File: src/rtl/gf_pkg.sv
// rtl/gf_pkg.sv - shared FSM encoding and field constants for the GF power engine
package gf_pkg;

  typedef enum logic [1:0] {
    IDLE = 2'd0,
    SQR  = 2'd1,
    MUL  = 2'd2,
    DONE = 2'd3
  } gf_state_e;

  // Multiplicative identity, cast to the field width at the point of use
  localparam int unsigned GF_ONE = 1;
  localparam logic [8:0]  GF_PRIM_DEFAULT = 9'h11B;

endpackage

File: src/rtl/gf_mult.sv
// rtl/gf_mult.sv - combinational GF(2^N) multiplier, p = a*b mod prim
module gf_mult #(
  parameter int N = 8
) (
  input  logic [N-1:0] a_i,
  input  logic [N-1:0] b_i,
  input  logic [N:0]   prim_i,
  output logic [N-1:0] p_o
);

  logic [N-1:0] aa;
  logic [N:0]   sh;

  // Shift-and-add: aa walks through a*x^i reduced, accumulated where b has a one
  always_comb begin
    p_o = '0;
    aa  = a_i;
    sh  = '0;
    for (int i = 0; i < N; i++) begin
      if (b_i[i]) p_o = p_o ^ aa;
      sh = {aa, 1'b0};
      if (sh[N]) sh = sh ^ prim_i;
      aa = sh[N-1:0];
    end
  end

endmodule

File: src/rtl/gf_pow_ctrl.sv
// rtl/gf_pow_ctrl.sv - sequenced GF(2^N) square-and-multiply power engine (option: GF_POW_INV_EN)
module gf_pow_ctrl
  import gf_pkg::*;
#(
  parameter int N = 8,
  parameter int E = 8
) (
  input  logic         clk,
  input  logic         rst_n,
  input  logic         in_valid,
  output logic         in_ready,
  input  logic [N-1:0] in_base,
  input  logic [E-1:0] in_exp,
  input  logic [N:0]   in_prim,
`ifdef GF_POW_INV_EN
  input  logic         in_inv,
  output logic         out_err,
`endif
  output logic         out_valid,
  input  logic         out_ready,
  output logic [N-1:0] out_data,
  output logic         busy
);

  localparam int IW = (E > 1) ? $clog2(E) : 1;
  localparam logic [N-1:0] ONE = N'(GF_ONE);

  if (E < N) begin : g_bad_exp_width
    $error("gf_pow_ctrl: E must be >= N");
  end

  gf_state_e    state_q, state_d;
  logic [N-1:0] acc_q, acc_d;
  logic [IW-1:0] idx_q, idx_d;
  logic [N-1:0] base_q, base_d;
  logic [E-1:0] exp_q, exp_d;
  logic [N:0]   prim_q, prim_d;
  logic [N-1:0] data_q, data_d;
  logic [N-1:0] mult_b, mult_p;

`ifdef GF_POW_INV_EN
  localparam logic [E-1:0] INV_EXP = E'((2 ** N) - 2);
  logic err_q, err_d;
`endif

  // One shared multiplier: squaring in SQR, multiply-by-base in MUL
  assign mult_b = (state_q == MUL) ? base_q : acc_q;

  gf_mult #(.N(N)) u_mult (
    .a_i    (acc_q),
    .b_i    (mult_b),
    .prim_i (prim_q),
    .p_o    (mult_p)
  );

  always_comb begin
    state_d = state_q;
    acc_d   = acc_q;
    idx_d   = idx_q;
    base_d  = base_q;
    exp_d   = exp_q;
    prim_d  = prim_q;
    data_d  = data_q;
`ifdef GF_POW_INV_EN
    err_d   = err_q;
`endif
    case (state_q)
      IDLE: begin
        if (in_valid) begin
          base_d  = in_base;
          exp_d   = in_exp;
          prim_d  = in_prim;
          acc_d   = ONE;
          idx_d   = IW'(E - 1);
          state_d = SQR;
`ifdef GF_POW_INV_EN
          err_d = 1'b0;
          if (in_inv) begin
            exp_d = INV_EXP;
            err_d = (in_base == '0);
          end
`endif
        end
      end
      SQR: begin
        acc_d = mult_p;
        if (exp_q[idx_q]) begin
          state_d = MUL;
        end else if (idx_q == '0) begin
          state_d = DONE;
          data_d  = mult_p;
        end else begin
          idx_d = idx_q - 1'b1;
        end
      end
      MUL: begin
        acc_d = mult_p;
        if (idx_q == '0) begin
          state_d = DONE;
          data_d  = mult_p;
        end else begin
          idx_d   = idx_q - 1'b1;
          state_d = SQR;
        end
      end
      DONE: begin
        if (out_ready) state_d = IDLE;
      end
      default: state_d = IDLE;
    endcase
  end

  always_ff @(posedge clk or negedge rst_n) begin
    if (!rst_n) begin
      state_q <= IDLE;
      acc_q   <= '0;
      idx_q   <= '0;
      base_q  <= '0;
      exp_q   <= '0;
      prim_q  <= '0;
      data_q  <= '0;
`ifdef GF_POW_INV_EN
      err_q   <= 1'b0;
`endif
    end else begin
      state_q <= state_d;
      acc_q   <= acc_d;
      idx_q   <= idx_d;
      base_q  <= base_d;
      exp_q   <= exp_d;
      prim_q  <= prim_d;
      data_q  <= data_d;
`ifdef GF_POW_INV_EN
      err_q   <= err_d;
`endif
    end
  end

  assign in_ready  = (state_q == IDLE);
  assign out_valid = (state_q == DONE);
  assign busy      = (state_q == SQR) || (state_q == MUL);
  assign out_data  = data_q;
`ifdef GF_POW_INV_EN
  assign out_err   = err_q && (state_q == DONE);
`endif

endmodule

File: config.mk
export PLATFORM = sky130hd
export DESIGN_NAME = gf_pow_ctrl
export DESIGN_NICKNAME = d
export VERILOG_FILES = /design/src/rtl/gf_pkg.sv /design/src/rtl/gf_mult.sv /design/src/rtl/gf_pow_ctrl.sv
export SDC_FILE = /design/constraint.sdc
export NUM_CORES = 1
export LEC_CHECK = 0
export ABC_AREA = 1
export CORE_MARGIN = 2
export CORE_UTILIZATION = 60
export DETAILED_ROUTE_END_ITERATION = 16
export GPL_TIMING_DRIVEN = 0
export PLACE_DENSITY_LB_ADDON = 0.1
export SKIP_CTS_REPAIR_TIMING = 1
export SLEW_MARGIN = 30
export SYNTH_ARGS = -nofsm -noshare
export SYNTH_HDL_FRONTEND = slang
export SYNTH_HIERARCHICAL = 1
export SYNTH_SLANG_ARGS = --single-unit
File: constraint.sdc
create_clock -name clk -period 3.5 [get_ports clk]
set_clock_uncertainty 0.15 [all_clocks]
set_input_delay 0.525 -clock clk [delete_from_list [all_inputs] [get_ports clk]]
set_output_delay 0.525 -clock clk [all_outputs]
set_load 0.01 [all_outputs]
# Word-level counts from Yosys, hierarchy flattened
# Cells that the tools add are included.
totals:
  register_bits: 45
  latch_bits: 0
  mem_bits_rw: 0
  rom_bits: 0
  out_inout_bits: 11
  mem_count: 0
classes:
  addsub: 1
  mul: 0
  div_mod_pow: 0
  n_lt_le_gt_ge: 1
  eq_ne: 7
  shift: 0
  mux: 33
  bitwise: 14
  n_reduce_logical: 12
ops:
  columns: ["op", "n"]
  rows:
  - ["8-bit 2-to-1 mux", 19]
  - ["8-bit XOR", 14]
  - ["8-bit case mux with 2 select lines", 2]
  - ["2-bit 2-to-1 mux", 5]
  - ["3-bit 2-to-1 mux", 3]
  - ["3-bit case mux with 3 select lines", 1]
  - ["2-bit case mux with 4 select lines", 1]
  - ["2-bit AND reduction", 3]
  - ["3-bit AND reduction", 2]
  - ["2-bit equality test (second input constant)", 2]
  - ["3-bit by 4-bit less-than comparator with 1-bit output (second input constant)", 1]
  - ["2-bit != test (second input constant)", 2]
  - ["2-bit nonzero test", 2]
  - ["1-bit binary-select mux with 3-bit select", 1]
  - ["3-bit logical NOT", 1]
  - ["3-bit != test (second input constant)", 1]
  - ["3-bit nonzero test", 1]
  - ["3-bit by 1-bit subtractor with 3-bit output (second input constant)", 1]
  - ["2-bit by 1-bit equality test with 1-bit output (second input constant)", 1]
  - ["2-bit logical NOT", 1]
  - ["2-bit by 1-bit != test with 1-bit output (second input constant)", 1]
  - ["2-bit OR reduction", 1]
  - ["1-bit logical OR", 1]
  - ["1-bit 2-to-1 mux", 1]

# Logic depth before layout (Yosys ltp)
depth:
  ltp_word: 20
  depth_mapped: 28

# Hierarchy
# Netlist, hierarchy kept.
by_module_without_submodules:
  columns: ["module", "instances", "cells_per_inst", "area_per_inst_um2", "seq_area_each_um2"]
  rows:
  - ["gf_mult", 1, 456, 2529.9, 0.0]
  - ["gf_pow_ctrl", 1, 215, 2155.8, 1151.1]

# Least setup slack after synthesis
# Ideal clock, no wire load.
synth_timing:
  path_type: "register to register"
  from: "register state_q[0]"
  to: "register acc_q[1]"
  arrival_ps: 2864
  required_ps: 3267
  path_slack_ps: 402
  stages_incl_launch_ff: 18
  n_path_buf: 2
  synth_period_minus_slack_ps: 3098
  path_cell_list: "dfrtp_1 -> inv_1 -> ha_1 -> clkbuf_1 -> nand2_1 -> o21ai_0 -> clkbuf_1 -> nand2_1 -> xor2_1 -> xor2_1 -> xor2_1 -> xor2_1 -> xor2_1 -> nand3_1 -> nand2_1 -> xor2_1 -> inv_1 -> o22ai_1"
synth_between:
  word_cells_on_any_way: 24
synth_lines:
  columns: ["item", "line", "text"]
  rows:
  - ["start: declaration", "gf_pow_ctrl.sv:32", "gf_state_e state_q, state_d;"]
  - ["start signal: assignment", "gf_pow_ctrl.sv:126", "state_q <= state_d;"]
  - ["2-bit equality test *", "gf_pow_ctrl.sv:47", "assign mult_b = (state_q == MUL) ? base_q : acc_q;"]
  - ["8-bit 2-to-1 mux *", "gf_pow_ctrl.sv:47", null]
  - ["net mult_b[1]", "gf_pow_ctrl.sv:39", "logic [N-1:0] mult_b, mult_p;"]
  - ["8-bit 2-to-1 mux *", "gf_mult.sv:20", "if (b_i[i]) p_o = p_o ^ aa;"]
  - ["8-bit XOR", "gf_mult.sv:20", null]
  - ["8-bit 2-to-1 mux *", "gf_mult.sv:20", null]
  - ["8-bit XOR", "gf_mult.sv:20", null]
  - ["8-bit 2-to-1 mux *", "gf_mult.sv:20", null]
  - ["(+2 left out)", null, null]
  - ["8-bit XOR", "gf_mult.sv:20", null]
  - ["8-bit 2-to-1 mux *", "gf_mult.sv:20", null]
  - ["8-bit XOR", "gf_mult.sv:20", null]
  - ["8-bit 2-to-1 mux *", "gf_mult.sv:20", null]
  - ["8-bit XOR", "gf_mult.sv:20", null]
  - ["8-bit 2-to-1 mux *", "gf_mult.sv:20", null]
  - ["net mult_p[1]", "gf_pow_ctrl.sv:39", null]
  - ["8-bit case mux with 2 select lines *", "gf_pow_ctrl.sv:67", "case (state_q)"]
  - ["end signal: assignment", "gf_pow_ctrl.sv:116", "acc_q <= '0;"]
  - ["end signal: assignment", "gf_pow_ctrl.sv:127", "acc_q <= acc_d;"]
  - ["end: declaration", "gf_pow_ctrl.sv:33", "logic [N-1:0] acc_q, acc_d;"]
# Mark *: on every way through the listed nets, which the timed path passes. The rest lies on a longest branch.
# A chain may end at the register's enable or synchronous reset.

# Worst setup path after layout
layout_timing:
  from: "register state_q[0]"
  to: "register acc_q[7]"
# Same word-level chain as after synthesis.

==> insert_results.sql <==
INSERT INTO impl_metrics (metric_group, metric, value, unit) VALUES
('synth', 'netlist_instances', '669', ''),
('status', 'run_status', 'finished, final reports clean', ''),
('route', 'drt.antenna.violating_nets', '0', ''),
('placed_design', 'dpl.hpwl', '8.86', 'mm'),
('min_path', 'class_of_the_tightest_hold_or_removal_check', 'primary input to async pin', ''),
('route', 'route.detailed.drc', '0', ''),
('die', 'fp.dieW', '92.0', 'µm'),
('flow_run', 'maxCapViolCount', '0', ''),
('timing', 'grt_setup_unrepaired', 'yes', ''),
('critical_path', 'sequence_of_cells_on_the_critical_path', 'inv_2, ha_4, clkbuf_4, nand2_1, o21ai_0, buf_4, nand2_1, xor2_1, xor2_1, xnor2_1, nand2b_1, nand2_1, xnor2_1, nor2_1, nor2_1, nand2_1, nand2_1, inv_1, inv_1, o22ai_1', ''),
('global_routing', 'wire_length_of_the_first_global_routing_pass', '18.8', 'mm'),
('final_layout', 'finish.net_count', '751', ''),
('clock_tree', 'worstSkewPairLatency', '0.30', 'ns'),
('global_routing', 'grt_pass1_vias', '4166', ''),
('die', 'boundaryPins', '40', ''),
('die', 'core-area', '0.00761', 'mm²'),
('final_layout', 'postLayoutCellArea', '0.00534', 'mm²'),
('critical_path', 'critical_path.max_fanout', '10', ''),
('final_layout', 'flow.area_growth_from_synthesis', '14.7', '%'),
('critical_path', 'worst_setup_path_start_kind', 'register', ''),
('placed_design', 'portBuffers', '38', ''),
('synth', 'synth_area_per_cell', '6.95', 'µm²'),
('clock_tree', 'clkSinkCount', '45', ''),
('placed_design', 'place_congestion', '0.902', ''),
('clock_tree', 'max-clock-path-buffers', '2', ''),
('global_routing', 'grt_start_max_net_pins', '46', ''),
('die', 'die_h', '92.0', 'µm'),
('global_routing', 'grt_use_total', '27.3', '%'),
('clock_tree', 'cts_max_level', '2', ''),
('critical_path', 'path_delay_family', 'XOR/XNOR gates', ''),
('route', 'drt_iter0_markers', '196', ''),
('critical_path', 'worst_path_most_repeated_cell', 'nand2_1', ''),
('synth', 'yosys_warnings', '6', ''),
('timing', 'finalHoldViolations', '0', ''),
('critical_path', 'crit_path_category', 'register to register', ''),
('critical_path', 'cp.arrival', '3.32', 'ns'),
('final_layout', 'antenna-diode-count', '0', ''),
('timing', 'min_cycle_time_layout', '3.31', 'ns'),
('final_layout', 'layout-drive-gt1-share', '20.6', '%'),
('clock_tree', 'clock_tree_from_tritoncts', 'yes', ''),
('timing', 'worst-slew-pin-transition', '0.751', 'ns'),
('synth', 'syn-num-nets', '706', ''),
('final_layout', 'fillCellCount', '657', ''),
('global_routing', 'globalRouteOverflowTotal', '0', ''),
('die', 'floorplan.initialDensity', '61.1', '%'),
('timing', 'maxSlewHeadroom', '49.4', '%'),
('critical_path', 'max_stage_delay', '0.46', 'ns'),
('timing', 'final_setup_violation_count', '0', ''),
('route', 'post_drt_via_cell_ratio', '5.25', ''),
('die', 'num_rows', '32', ''),
('critical_path', 'cpMaxStageDelayCell', 'dfrtp_2', ''),
('clock_tree', 'cts_root_buffer', 'clkbuf_8', ''),
('timing', 'fmax', '302', 'MHz'),
('timing', 'finalMaxSlewViolations', '0', ''),
('critical_path', 'worstPathBufferInverterCount', '5', ''),
('die', 'fp.dieArea', '0.00847', 'mm²'),
('critical_path', 'setup.worst_path.end_class', 'register', ''),
('route', 'vias', '4288', ''),
('route', 'dr.pass1.iters', '5', ''),
('critical_path', 'worst-endpoint-required', '3.51', 'ns'),
('clock_tree', 'total_clock_buffers_created_by_cts', '5', ''),
('final_layout', 'final-seq-area', '0.00113', 'mm²'),
('global_routing', 'antenna_found_initial', '0', ''),
('placed_design', 'placedInstanceArea', '0.00515', 'mm²'),
('clock_tree', 'clock_input_transition_at_the_sequential_cells_of_the_worst_setup_and_hold_paths', '0.09', 'ns'),
('route', 'avgRoutedWirePerCell', '13.3', 'µm'),
('timing', 'layout_worst_path_cycle_share', '94.6', '%'),
('synth', 'post_synth_instance_area', '0.00465', 'mm²'),
('route', 'wl', '10.9', 'mm'),
('final_layout', 'multi_input_area', '0.00307', 'mm²');
[cell type report]
type	count	area share, %
plain buffers	22	3.00
well taps	102	2.39
repair buffers	39	7.22
flip-flops and latches	45	21.1
clock buffers	5	1.29
multi-input cells	508	57.5
clock inverters	3	0.868
inverters	93	6.59
[sequential cells by signal (all words and copies together), names as in the netlist]
name / count
exp_q: 8
out_data: 8
state_q: 2
prim_q: 8
idx_q: 3
acc_q: 8
base_q: 8
[path summary, 6_finish.rpt]
check | from | to | slack, ns | cells past startpoint
worst max register to register | state_q[0]$_DFFE_PN0P_ | acc_q[7]$_DFFE_PN0P_ | 0.19 | 20
max in group asynchronous | rst_n | state_q[0]$_DFFE_PN0P_ | 2.74 | 1
worst max-delay path | state_q[0]$_DFFE_PN0P_ | acc_q[7]$_DFFE_PN0P_ | 0.19 | 20
worst min-delay path | rst_n | out_data[6]$_DFFE_PN0P_ | 0.05 | 1
min in group clk | out_data[2]$_DFFE_PN0P_ | out_data[2]$_DFFE_PN0P_ | 0.34 | 2
worst min register to register | out_data[2]$_DFFE_PN0P_ | out_data[2]$_DFFE_PN0P_ | 0.34 | 2
[per-stage QoR]
step / instances / setup slack, ns / util (%) / setup TNS, ns / hold WS (ns)
2_1_floorplan: 669 / 0.402 / - / 0 / 0.0794
3_3_place_gp: 809 / -0.224 / 67.8 / -1.65 / 0.318
3_5_place_dp: 809 / -0.255 / 67.8 / -2.32 / 0.318
4_1_cts: 817 / -0.283 / 69.3 / -2.89 / 0.0807
5_1_grt: 817 / -0.0253 / 70.1 / -0.0442 / 0.0981
6_report: 817 / 0.189 / 70.1 / 0 / 0.0536
[placed cells by master (no fill, tap or decap), types with 2 or more instances in the layout]
cell               n
clkbuf_8           5
buf_6              3
o22ai_1            8
buf_2             10
xor2_2             5
mux2_2            17
xnor2_2            3
dfrtp_1           44
o21ai_1            3
xnor2_1           22
inv_1             79
ha_1               7
o21ai_0           15
nor2_2             5
nand3_4            3
clkbuf_1           2
clkdlybuf4s50_1   37
a21oi_1           14
o21ai_2           14
nand2_4            6
inv_2             13
nand2_1          190
nand2_2           30
nand3b_1           2
buf_4              5
nand4_1            3
nor2_8             2
nand3_2           11
nor2_4             3
nor2_1            51
nand3_1           56
xor2_1            31
[metal layers]
metal / GRT usage, % / wire [µm] / vias to the layer above / part of all wire [%]
li1: - / - / 2163 / -
met3: 4.77 / 523 / 31 / 4.8
met2: 46.6 / 5350 / 117 / 49
met1: 34.6 / 4700 / 1977 / 43
met4: 10.2 / 282 / 0 / 2.6
met5: 0 / 0 / - / 0
[worst register-to-register path, delay by kind of cell, from the launching register on]
family                   cells  cell delay [ns]
flip-flops                   1             0.46
AO/OA/AOI/OAI                2             0.18
AND/OR/NAND/NOR              8             0.71
buffers and inverters        5             0.67
adder cells (fa/ha/maj)      1             0.19
XOR/XNOR                     4             0.79
Power is left out: the tool's default activity adds up to more than one toggle a clock period on the data nets, which glitch-free logic cannot reach.
